$ cat config.mk
export PLATFORM = sky130hd
export DESIGN_NAME = l2d_acc_sched_flat
export DESIGN_NICKNAME = d
export VERILOG_FILES = /design/src/rtl/l2d_acc_sched_if.sv /design/src/rtl/l2d_acc_sched.sv /design/src/flat_wrapper.sv
export SDC_FILE = /design/constraint.sdc
export NUM_CORES = 1
export LEC_CHECK = 0
export ABC_AREA = 0
export BUFFER_PORTS_ARGS = -buffer_cell sky130_fd_sc_hd__buf_2
export CORE_MARGIN = 8
export CORE_UTILIZATION = 30
export CTS_BUF_LIST = sky130_fd_sc_hd__clkbuf_4 sky130_fd_sc_hd__clkbuf_8
export DETAILED_ROUTE_END_ITERATION = 12
export GPL_ROUTABILITY_DRIVEN = 1
export PLACE_DENSITY = 0.64
export SYNTH_ARGS = -nofsm -noshare
export SYNTH_HDL_FRONTEND = slang
export SYNTH_SLANG_ARGS = --single-unit
$ cat constraint.sdc
create_clock -name rclk -period 2.7 [get_ports rclk]
set_clock_uncertainty 0.05 [all_clocks]
set_input_delay 0.54 -clock rclk [delete_from_list [all_inputs] [get_ports rclk]]
set_output_delay 0.54 -clock rclk [all_outputs]
set_load 0.005 [all_outputs]
$ cat src/rtl/l2d_acc_sched_if.sv
// l2d_acc_sched_if: requester handshakes, write gating and array-side pins of the L2 data sub-bank scheduler.
interface l2d_acc_sched_if #(parameter int TAG_W = 6);
   logic             fl_req;
   logic [1:0]       fl_way;
   logic [9:0]       fl_set;
   logic             fl_gnt;
   logic             st_req;
   logic [1:0]       st_way;
   logic [9:0]       st_set;
   logic [3:0]       st_word_en;
   logic             st_gnt;
   logic             ld_req;
   logic [1:0]       ld_way;
   logic [9:0]       ld_set;
   logic [TAG_W-1:0] ld_tag;
   logic             ld_gnt;
   logic             write_dis;
   logic [1:0]       way_sel_l;
   logic [9:0]       set_l;
   logic [3:0]       word_en_l;
   logic             wr_en_l;
   logic             col_offset_l;
   logic [1:0]       wr_dsel;
   logic             rd_vld;
   logic [TAG_W-1:0] rd_tag;
   logic             way_err;
   logic             busy;
   modport master (
      output fl_req, fl_way, fl_set, st_req, st_way, st_set, st_word_en,
             ld_req, ld_way, ld_set, ld_tag, write_dis,
      input  fl_gnt, st_gnt, ld_gnt, way_sel_l, set_l, word_en_l, wr_en_l,
             col_offset_l, wr_dsel, rd_vld, rd_tag, way_err, busy
   );
   modport slave (
      input  fl_req, fl_way, fl_set, st_req, st_way, st_set, st_word_en,
             ld_req, ld_way, ld_set, ld_tag, write_dis,
      output fl_gnt, st_gnt, ld_gnt, way_sel_l, set_l, word_en_l, wr_en_l,
             col_offset_l, wr_dsel, rd_vld, rd_tag, way_err, busy
   );
endinterface

$ cat src/rtl/l2d_acc_sched.sv
// l2d_acc_sched: fill/store/load arbiter for the L2 data sub-bank, one access per two cycles, tagged read return.
module l2d_acc_sched #(
   parameter int TAG_W      = 6,
   parameter int STARVE_MAX = 4
) (
   input logic             rclk,
   input logic             rst,
   l2d_acc_sched_if.slave  bus
);
   localparam logic [0:0] IDLE = 1'b0;
   localparam logic [0:0] HOLD = 1'b1;
   logic [0:0]       state;
   logic [3:0]       cnt;
   logic             open, fl_ok, st_ok, starve;
   logic             fl_win, st_win, ld_win, any, issue;
   logic [1:0]       g_way;
   logic [9:0]       g_set;
   logic             v1, v2;
   logic [TAG_W-1:0] t1, t2;
   always_comb begin
      open   = (state == IDLE) & ~rst;
      fl_ok  = bus.fl_req & ~bus.write_dis;
      st_ok  = bus.st_req & ~bus.write_dis;
      starve = bus.ld_req & (cnt == 4'(STARVE_MAX));
      fl_win = open & fl_ok & ~starve;
      st_win = open & st_ok & ~fl_ok & ~starve;
      ld_win = open & bus.ld_req & (starve | ~(fl_ok | st_ok));
      any    = fl_win | st_win | ld_win;
      g_way  = fl_win ? bus.fl_way : st_win ? bus.st_way : bus.ld_way;
      g_set  = fl_win ? bus.fl_set : st_win ? bus.st_set : bus.ld_set;
      // one-hot on two bits is exactly odd parity; 00/11 are rejected
      issue  = any & (^g_way);
   end
   assign bus.fl_gnt = fl_win;
   assign bus.st_gnt = st_win;
   assign bus.ld_gnt = ld_win;
   assign bus.busy   = (state == HOLD) | v1 | v2 | bus.rd_vld | ld_win;
   always_ff @(posedge rclk) begin
      if (rst) begin
         state            <= IDLE;
         cnt              <= 4'd0;
         bus.col_offset_l <= 1'b1;
         bus.way_sel_l    <= 2'b11;
         bus.set_l        <= 10'h3ff;
         bus.word_en_l    <= 4'hf;
         bus.wr_en_l      <= 1'b1;
         bus.wr_dsel      <= 2'b00;
         bus.way_err      <= 1'b0;
         v1               <= 1'b0;
         v2               <= 1'b0;
         t1               <= '0;
         t2               <= '0;
         bus.rd_vld       <= 1'b0;
         bus.rd_tag       <= '0;
      end else begin
         state            <= any ? HOLD : IDLE;
         cnt              <= (~bus.ld_req | ld_win) ? 4'd0 :
                             ((fl_win | st_win) && cnt != 4'(STARVE_MAX)) ? cnt + 4'd1 : cnt;
         bus.col_offset_l <= ~issue;
         bus.way_sel_l    <= issue ? ~g_way : 2'b11;
         bus.set_l        <= issue ? ~g_set : 10'h3ff;
         bus.word_en_l    <= (issue & st_win) ? ~bus.st_word_en : (issue & fl_win) ? 4'h0 : 4'hf;
         bus.wr_en_l      <= ~(issue & ~ld_win);
         bus.wr_dsel      <= issue ? {fl_win, st_win} : 2'b00;
         bus.way_err      <= any & ~(^g_way);
         // read data is held by the array two cycles after the access cycle
         v1               <= issue & ld_win;
         t1               <= bus.ld_tag;
         v2               <= v1;
         t2               <= t1;
         bus.rd_vld       <= v2;
         bus.rd_tag       <= v2 ? t2 : bus.rd_tag;
      end
   end
endmodule

$ cat src/flat_wrapper.sv
// flat-port wrapper written by rule: the top's interface ports become plain ports
module l2d_acc_sched_flat 
#(
   parameter int TAG_W      = 6,
   parameter int STARVE_MAX = 4
)
  (rclk, rst, bus_fl_req, bus_fl_way, bus_fl_set, bus_st_req, bus_st_way, bus_st_set, bus_st_word_en, bus_ld_req, bus_ld_way, bus_ld_set, bus_ld_tag, bus_write_dis, bus_fl_gnt, bus_st_gnt, bus_ld_gnt, bus_way_sel_l, bus_set_l, bus_word_en_l, bus_wr_en_l, bus_col_offset_l, bus_wr_dsel, bus_rd_vld, bus_rd_tag, bus_way_err, bus_busy);
  l2d_acc_sched_if #(.TAG_W(TAG_W)) bus_i ();
  input logic rclk;
  input logic rst;
  input wire logic [$bits(bus_i.fl_req)-1:0] bus_fl_req;
  input wire logic [$bits(bus_i.fl_way)-1:0] bus_fl_way;
  input wire logic [$bits(bus_i.fl_set)-1:0] bus_fl_set;
  input wire logic [$bits(bus_i.st_req)-1:0] bus_st_req;
  input wire logic [$bits(bus_i.st_way)-1:0] bus_st_way;
  input wire logic [$bits(bus_i.st_set)-1:0] bus_st_set;
  input wire logic [$bits(bus_i.st_word_en)-1:0] bus_st_word_en;
  input wire logic [$bits(bus_i.ld_req)-1:0] bus_ld_req;
  input wire logic [$bits(bus_i.ld_way)-1:0] bus_ld_way;
  input wire logic [$bits(bus_i.ld_set)-1:0] bus_ld_set;
  input wire logic [$bits(bus_i.ld_tag)-1:0] bus_ld_tag;
  input wire logic [$bits(bus_i.write_dis)-1:0] bus_write_dis;
  output wire logic [$bits(bus_i.fl_gnt)-1:0] bus_fl_gnt;
  output wire logic [$bits(bus_i.st_gnt)-1:0] bus_st_gnt;
  output wire logic [$bits(bus_i.ld_gnt)-1:0] bus_ld_gnt;
  output wire logic [$bits(bus_i.way_sel_l)-1:0] bus_way_sel_l;
  output wire logic [$bits(bus_i.set_l)-1:0] bus_set_l;
  output wire logic [$bits(bus_i.word_en_l)-1:0] bus_word_en_l;
  output wire logic [$bits(bus_i.wr_en_l)-1:0] bus_wr_en_l;
  output wire logic [$bits(bus_i.col_offset_l)-1:0] bus_col_offset_l;
  output wire logic [$bits(bus_i.wr_dsel)-1:0] bus_wr_dsel;
  output wire logic [$bits(bus_i.rd_vld)-1:0] bus_rd_vld;
  output wire logic [$bits(bus_i.rd_tag)-1:0] bus_rd_tag;
  output wire logic [$bits(bus_i.way_err)-1:0] bus_way_err;
  output wire logic [$bits(bus_i.busy)-1:0] bus_busy;
  assign bus_i.fl_req = bus_fl_req;
  assign bus_i.fl_way = bus_fl_way;
  assign bus_i.fl_set = bus_fl_set;
  assign bus_i.st_req = bus_st_req;
  assign bus_i.st_way = bus_st_way;
  assign bus_i.st_set = bus_st_set;
  assign bus_i.st_word_en = bus_st_word_en;
  assign bus_i.ld_req = bus_ld_req;
  assign bus_i.ld_way = bus_ld_way;
  assign bus_i.ld_set = bus_ld_set;
  assign bus_i.ld_tag = bus_ld_tag;
  assign bus_i.write_dis = bus_write_dis;
  assign bus_fl_gnt = bus_i.fl_gnt;
  assign bus_st_gnt = bus_i.st_gnt;
  assign bus_ld_gnt = bus_i.ld_gnt;
  assign bus_way_sel_l = bus_i.way_sel_l;
  assign bus_set_l = bus_i.set_l;
  assign bus_word_en_l = bus_i.word_en_l;
  assign bus_wr_en_l = bus_i.wr_en_l;
  assign bus_col_offset_l = bus_i.col_offset_l;
  assign bus_wr_dsel = bus_i.wr_dsel;
  assign bus_rd_vld = bus_i.rd_vld;
  assign bus_rd_tag = bus_i.rd_tag;
  assign bus_way_err = bus_i.way_err;
  assign bus_busy = bus_i.busy;
  l2d_acc_sched #(.TAG_W(TAG_W), .STARVE_MAX(STARVE_MAX)) u_core (.rclk(rclk), .rst(rst), .bus(bus_i));
endmodule
==> impl_metrics.json, run 1 <==
{
  "status": "complete, no violations",
  "clkLatencyLatePin_ns": 0.29,
  "die_y_um": 95.3,
  "synth_top_cell_by_area": "dfxtp_1",
  "ctsResizeCount": 0,
  "min_period_ns": 2.40,
  "antenna_found_initial": 0,
  "r2r_end": "u_core.bus.word_en_l[1]",
  "ant_nets": 0,
  "num_vias": 1689,
  "drv_cap": 0,
  "yosysSeqAreaShare_pct": 49.9,
  "dp_hpwl_mm": 3.99,
  "top_usage_layer": "met2",
  "dr.pass1.iters": 4,
  "r2r_slack_ns": 0.49,
  "dieWidth_um": 95.3,
  "row_count": 29,
  "grt_max_degree": 22,
  "fmax_mhz": 416,
  "rsz0062_at_grt": "false",
  "fin_tns_setup_ns": 0,
  "p_leak_nw": 1.09,
  "finalCritPeriodShare_pct": 89.0,
  "crit_type": "reg2out",
  "synth_area_um2": 1880,
  "postSynthCellCount": 211,
  "ir_worst_vdd_mv": 0.236,
  "drt_iter0_drc": 54,
  "grt.met2_usage_pct": 19.3,
  "synth_edf_count": 0,
  "grt-ovfl-total": 0,
  "power_frac_clock_pct": 37.0,
  "critPathCaptureType": "primary output",
  "met1_usage_pct": 12.4,
  "cts_tree": "yes",
  "track_usage_pct": 11.1,
  "cp.arrival_ns": 1.81,
  "grt_pass1_wl_mm": 7.89,
  "synth_most_common_cell": "dfxtp_1",
  "place_congestion": 0.790,
  "p_sw_uw": 328,
  "ys.flop_type": "dfxtp_1",
  "reg2reg_from": "u_core.cnt[0]",
  "cts_max_level": 2,
  "switching_share_pct": 22.8,
  "cp-start-kind": "flop",
  "drcViolationCount": 0,
  "portBuffers": 83,
  "power_mw": 1.44,
  "crit_path_start": "u_core.cnt[0]",
  "area_growth_pct": 33.0,
  "crit_required_ns": 2.11,
  "cts_root_buffer": "clkbuf_8",
  "reg2reg_depth": 6,
  "cts_sinks": 47,
  "clkTransAtPathRegs_ns": 0.09,
  "comb_power_share_pct": 12.4,
  "wl_mm": 4.96,
  "synth_cell_types": 37,
  "grt_pass1_vias": 1619,
  "cts_setup_buffers": 0,
  "dieArea_um2": 9070,
  "final_nets": 349,
  "vias_per_cell": 4.53,
  "syn_nets": 265,
  "max_slew.worst_pin.slew_ns": 0.425,
  "p_int_mw": 1.11,
  "core_um2": 6200,
  "setup_viol": 0,
  "start_util_pct": 30.4,
  "use_met3_pct": 2.91,
  "clock_path_buffers": 2,
  "synthArstFlopShare_pct": 0,
  "p_seq_share_pct": 50.6,
  "cp-endpoint": "bus_st_gnt",
  "wl_per_cell_um": 13.3,
  "yosys-top-cells-count": "47 x dfxtp_1, 34 x nand2_1, 15 x nor2b_1",
  "drive_gt1_share_pct": 34.5,
  "maxSlewViolCount": 0,
  "diodes": 0,
  "yosys_warnings": 0,
  "synth-seq-cells": 47,
  "relSlewSlack_pct": 71.7,
  "numCtsBuffers": 5,
  "crit_path_max_fanout": 4,
  "yosys-top-cells-area": "dfxtp_1 50%, nand2_1 6.8%, nor2b_1 5.0%",
  "hold_buffers": 0,
  "avgSynthCellArea_um2": 8.93,
  "p_per_area_nw_per_um2": 574,
  "ioPinCount": 84,
  "hold_path_class": "reg2reg",
  "yosys.area.top_type_share_pct": 49.9,
  "finalHoldViolations": 0
}
## per-stage QoR
stage	std cells	util [%]	instance area [µm²]	hold WS, ns	setup WS [ns]
global route	373	40.4	2510	0.396	0.129
global placement	365	38.4	2380	0.366	0.423
CTS	373	40.4	2510	0.388	0.272
detailed placement	365	38.4	2380	0.374	0.380
finish	373	40.4	2510	0.392	0.297
floorplan	211	-	1880	0.364	0.610
## routing by layer
| metal | vias to the layer above | share of wire (%) | routed length [µm] |
|---|---|---|---|
| met4 | 0 | 1.8 | 89 |
| met1 | 765 | 42 | 2100 |
| met2 | 37 | 50 | 2470 |
| li1 | 879 | - | - |
| met5 | - | 0 | 0 |
| met3 | 8 | 6.0 | 296 |
## cells in the final DEF, fill, tap and decap left out, types with 2 or more instances in the layout
| cell | count |
|---|---|
| inv_1 | 7 |
| and2_1 | 3 |
| a22o_1 | 10 |
| nor2_1 | 12 |
| nor3_1 | 4 |
| o21ai_0 | 12 |
| nand2b_1 | 5 |
| mux2i_1 | 6 |
| a21oi_1 | 10 |
| xor2_1 | 2 |
| nor2b_1 | 15 |
| nand3_1 | 5 |
| dfxtp_1 | 47 |
| ha_1 | 2 |
| clkbuf_8 | 6 |
| nand2_1 | 34 |
| a31oi_1 | 3 |
| buf_4 | 5 |
| buf_2 | 83 |
| or2_1 | 4 |
| nor4_1 | 2 |
## state kept, by name, summed over array words and instances, names as in the netlist, 2 cells and up
register and count:
u_core.bus.way_sel_l 2, u_core.t2 6, u_core.t1 6, u_core.bus.set_l 10
u_core.bus.rd_tag 6, u_core.bus.wr_dsel 2, u_core.bus.word_en_l 4, u_core.cnt 4
## cell families after synthesis
kind of cell	Yosys count	share of synthesized area, %
AOI/OAI and AO/OA	43	14.9
xor gates and xnor gates	3	1.39
muxes	7	3.78
buffers and inverters	18	3.98
DFF	47	49.9
and+or+nand+nor	91	24.7
adders and majority gates	2	1.33
## worst min path at each step
stage / startpoint / to / cells past startpoint
floorplan: u_core.t1[0] / u_core.t2[0] / 1
detailed placement: u_core.t1[2] / u_core.t2[2] / 1
global placement: u_core.t1[1] / u_core.t2[1] / 1
global route: bus_ld_tag[3] / u_core.t1[3] / 2
finish: u_core.t1[2] / u_core.t2[2] / 1
CTS: bus_ld_tag[4] / u_core.t1[4] / 2
## area by class of cell
cell class	count	area, µm²
clock inverter	2	38.8
multi-input combinational	146	868
timing repair buffer	88	453
inverter	7	26.3
sequential	47	941
tap	77	96.3
fill	629	3700
clock buffer	6	82.6
## power groups by stage
stage | sequential [mW] | combinational, mW | clock (mW)
floorplan | 0.743 | 0.0996 | 0
global placement | 0.744 | 0.177 | 0
detailed placement | 0.745 | 0.179 | 0
CTS | 0.729 | 0.180 | 0.555
global route | 0.732 | 0.200 | 0.584
finish | 0.728 | 0.178 | 0.533
## worst max-delay path, cell delays in order, from the launching register on
cell and delay, ns:
dfxtp_1 0.38, inv_1 0.07, ha_1 0.22, and4b_1 0.21
or3_4 0.39, nor2_1 0.12, buf_2 0.13
Power figures use the tool's default switching activity.
==> run 2, diff against run 1 <==
- CORE_ASPECT_RATIO: unset -> 0.5
==> run 2 against run 1 <==
Utilization is 0.91 points higher. Routed wire length is 1.0% higher. Sequential share of layout area shrank 0.075 points. Worst hold slack improved by 0.0041 ns. Non-clock buffer count unchanged. Die area grew 1.7%. Setup slack worse by 0.019 ns. Register-to-register slack about the same. Final area is 0.20% higher. Combinational power about the same. Global-route usage down 0.34 points. Via count rose by 0.89%. Critical path type unchanged. Largest cell class unchanged.
==> impl_metrics.json, run 2 (synthesis results as in run 1) <==
{
  "ctsResizeCount": 0,
  "hold_slack_ns": 0.397,
  "dieArea_um2": 9230,
  "switching_share_pct": 23.5,
  "drv_cap": 0,
  "crit_path_max_fanout": 4,
  "grt_max_degree": 21,
  "dr.pass1.iters": 5,
  "crit_required_ns": 2.11,
  "maxSlewViolCount": 0,
  "critPathBufInv": 2,
  "grt_pass1_vias": 1723,
  "ir_worst_vdd_mv": 0.309,
  "power_frac_clock_pct": 35.8,
  "p_seq_share_pct": 51.4,
  "p_int_mw": 1.08,
  "path_cells": "inv_1 -> ha_1 -> and4b_1 -> or3_4 -> nor2_1 -> buf_2",
  "final_nets": 349,
  "portBuffers": 83,
  "largest_reg_flops": 10,
  "ioPinCount": 84,
  "grt_pass1_wl_mm": 8.11,
  "max_stage_delay_ns": 0.40,
  "cts_setup_buffers": 0,
  "crit_type": "reg2out",
  "rsz0062_at_grt": "false",
  "crit_slowest_cell": "or3_4",
  "drcViolationCount": 0,
  "cts_sinks": 47,
  "hold_buffers": 0,
  "clock_path_buffers": 2,
  "num_vias": 1704,
  "comb_power_share_pct": 12.8,
  "critPathCaptureType": "primary output",
  "drive_gt1_share_pct": 34.5,
  "final_cell_count_no_fill": 384,
  "wl_mm": 5.01,
  "fin_tns_setup_ns": 0,
  "crit_family": "simple AND/OR/NAND/NOR gates",
  "placed_cells": 376,
  "diodes": 0,
  "cts_tree": "yes",
  "relSlewSlack_pct": 68.9,
  "p_per_area_nw_per_um2": 564,
  "track_usage_pct": 10.8,
  "grt-ovfl-total": 0,
  "p_leak_nw": 1.09,
  "core_um2": 6080,
  "dp_hpwl_mm": 4.09,
  "fmax_mhz": 413,
  "area_growth_pct": 33.3,
  "clkTransAtPathRegs_ns": 0.09,
  "antenna_found_initial": 0,
  "cp-start-kind": "flop",
  "p_sw_uw": 333,
  "drt_iter0_drc": 82,
  "dieWidth_um": 128,
  "setup_viol": 0,
  "min_period_ns": 2.42,
  "status": "complete, no violations",
  "finalCritPeriodShare_pct": 89.7,
  "layout_commonest_cell": "buf_2",
  "clkLatencyLatePin_ns": 0.29,
  "hold_path_class": "reg2reg",
  "finalHoldViolations": 0,
  "die_y_um": 72.0,
  "num-fill-cells": 609,
  "cts_root_buffer": "clkbuf_8",
  "vias_per_cell": 4.44,
  "cp.arrival_ns": 1.83,
  "start_util_pct": 31.0,
  "numCtsBuffers": 5,
  "ant_nets": 0,
  "row_count": 20,
  "max_slew.worst_pin.slew_ns": 0.464,
  "cts_max_level": 2,
  "wl_per_cell_um": 13.1,
  "regMostFlops": "u_core.bus.set_l",
  "place_congestion": 0.795,
  "layout_common_cells": "83 x buf_2, 47 x dfxtp_1, 34 x nand2_1"
}
run 2: cell count changes in the layout (fill, tap and decap cells not counted), sizes merged:
cell    previous run  this run
inv                8         7
clkbuf             6         5
clkinv             0         2
run 2: cell type report:
| class | count | area [µm²] | area share [%] |
|---|---|---|---|
| sequential | 47 | 941 | 37.5 |
| multi-input combinational | 146 | 868 | 34.6 |
| clock buffer | 5 | 68.8 | 2.74 |
| inverter | 7 | 26.3 | 1.05 |
| tap | 88 | 110 | 4.38 |
| timing repair buffer | 88 | 453 | 18.0 |
| clock inverter | 3 | 43.8 | 1.74 |
run 2: per-stage QoR:
| stage | area, µm² | worst slack (ns) | utilization (%) | power, mW |
|---|---|---|---|---|
| after detailed placement | 2400 | 0.393 | 39.4 | 0.927 |
| after global routing | 2510 | 0.121 | 41.3 | 1.49 |
| after floorplan | 1880 | 0.610 | - | 0.842 |
| after CTS | 2510 | 0.257 | 41.3 | 1.43 |
| after global placement | 2400 | 0.452 | 39.4 | 0.920 |
| final | 2510 | 0.279 | 41.3 | 1.42 |
run 2: per-layer routing:
layer	vias to the layer above	wire length [µm]	GRT usage (%)	share of wire [%]
met5	-	0	0	0
met4	0	0	2.35	0
met3	0	110	2.70	2.2
met2	22	2870	21.8	57
met1	804	2030	10.9	40
li1	878	-	-	-
run 2: path summary, 6_finish.rpt:
| path | slack (ns) | end | from | depth (start not counted) |
|---|---|---|---|---|
| setup / recovery | 0.28 | bus_st_gnt | u_core.cnt[0] | 6 |
| hold / removal | 0.40 | u_core.t2[0] | u_core.t1[0] | 1 |
| setup reg to reg | 0.49 | u_core.bus.word_en_l[1] | u_core.cnt[0] | 6 |
| hold reg to reg | 0.40 | u_core.t2[0] | u_core.t1[0] | 1 |
run 2: power by group through the flow:
stage	clock, mW	sequential (mW)	combinational, mW
3_3_place_gp	0	0.744	0.176
3_5_place_dp	0	0.745	0.181
5_1_grt	0.552	0.732	0.202
6_report	0.507	0.728	0.181
2_1_floorplan	0	0.743	0.0996
4_1_cts	0.521	0.729	0.182
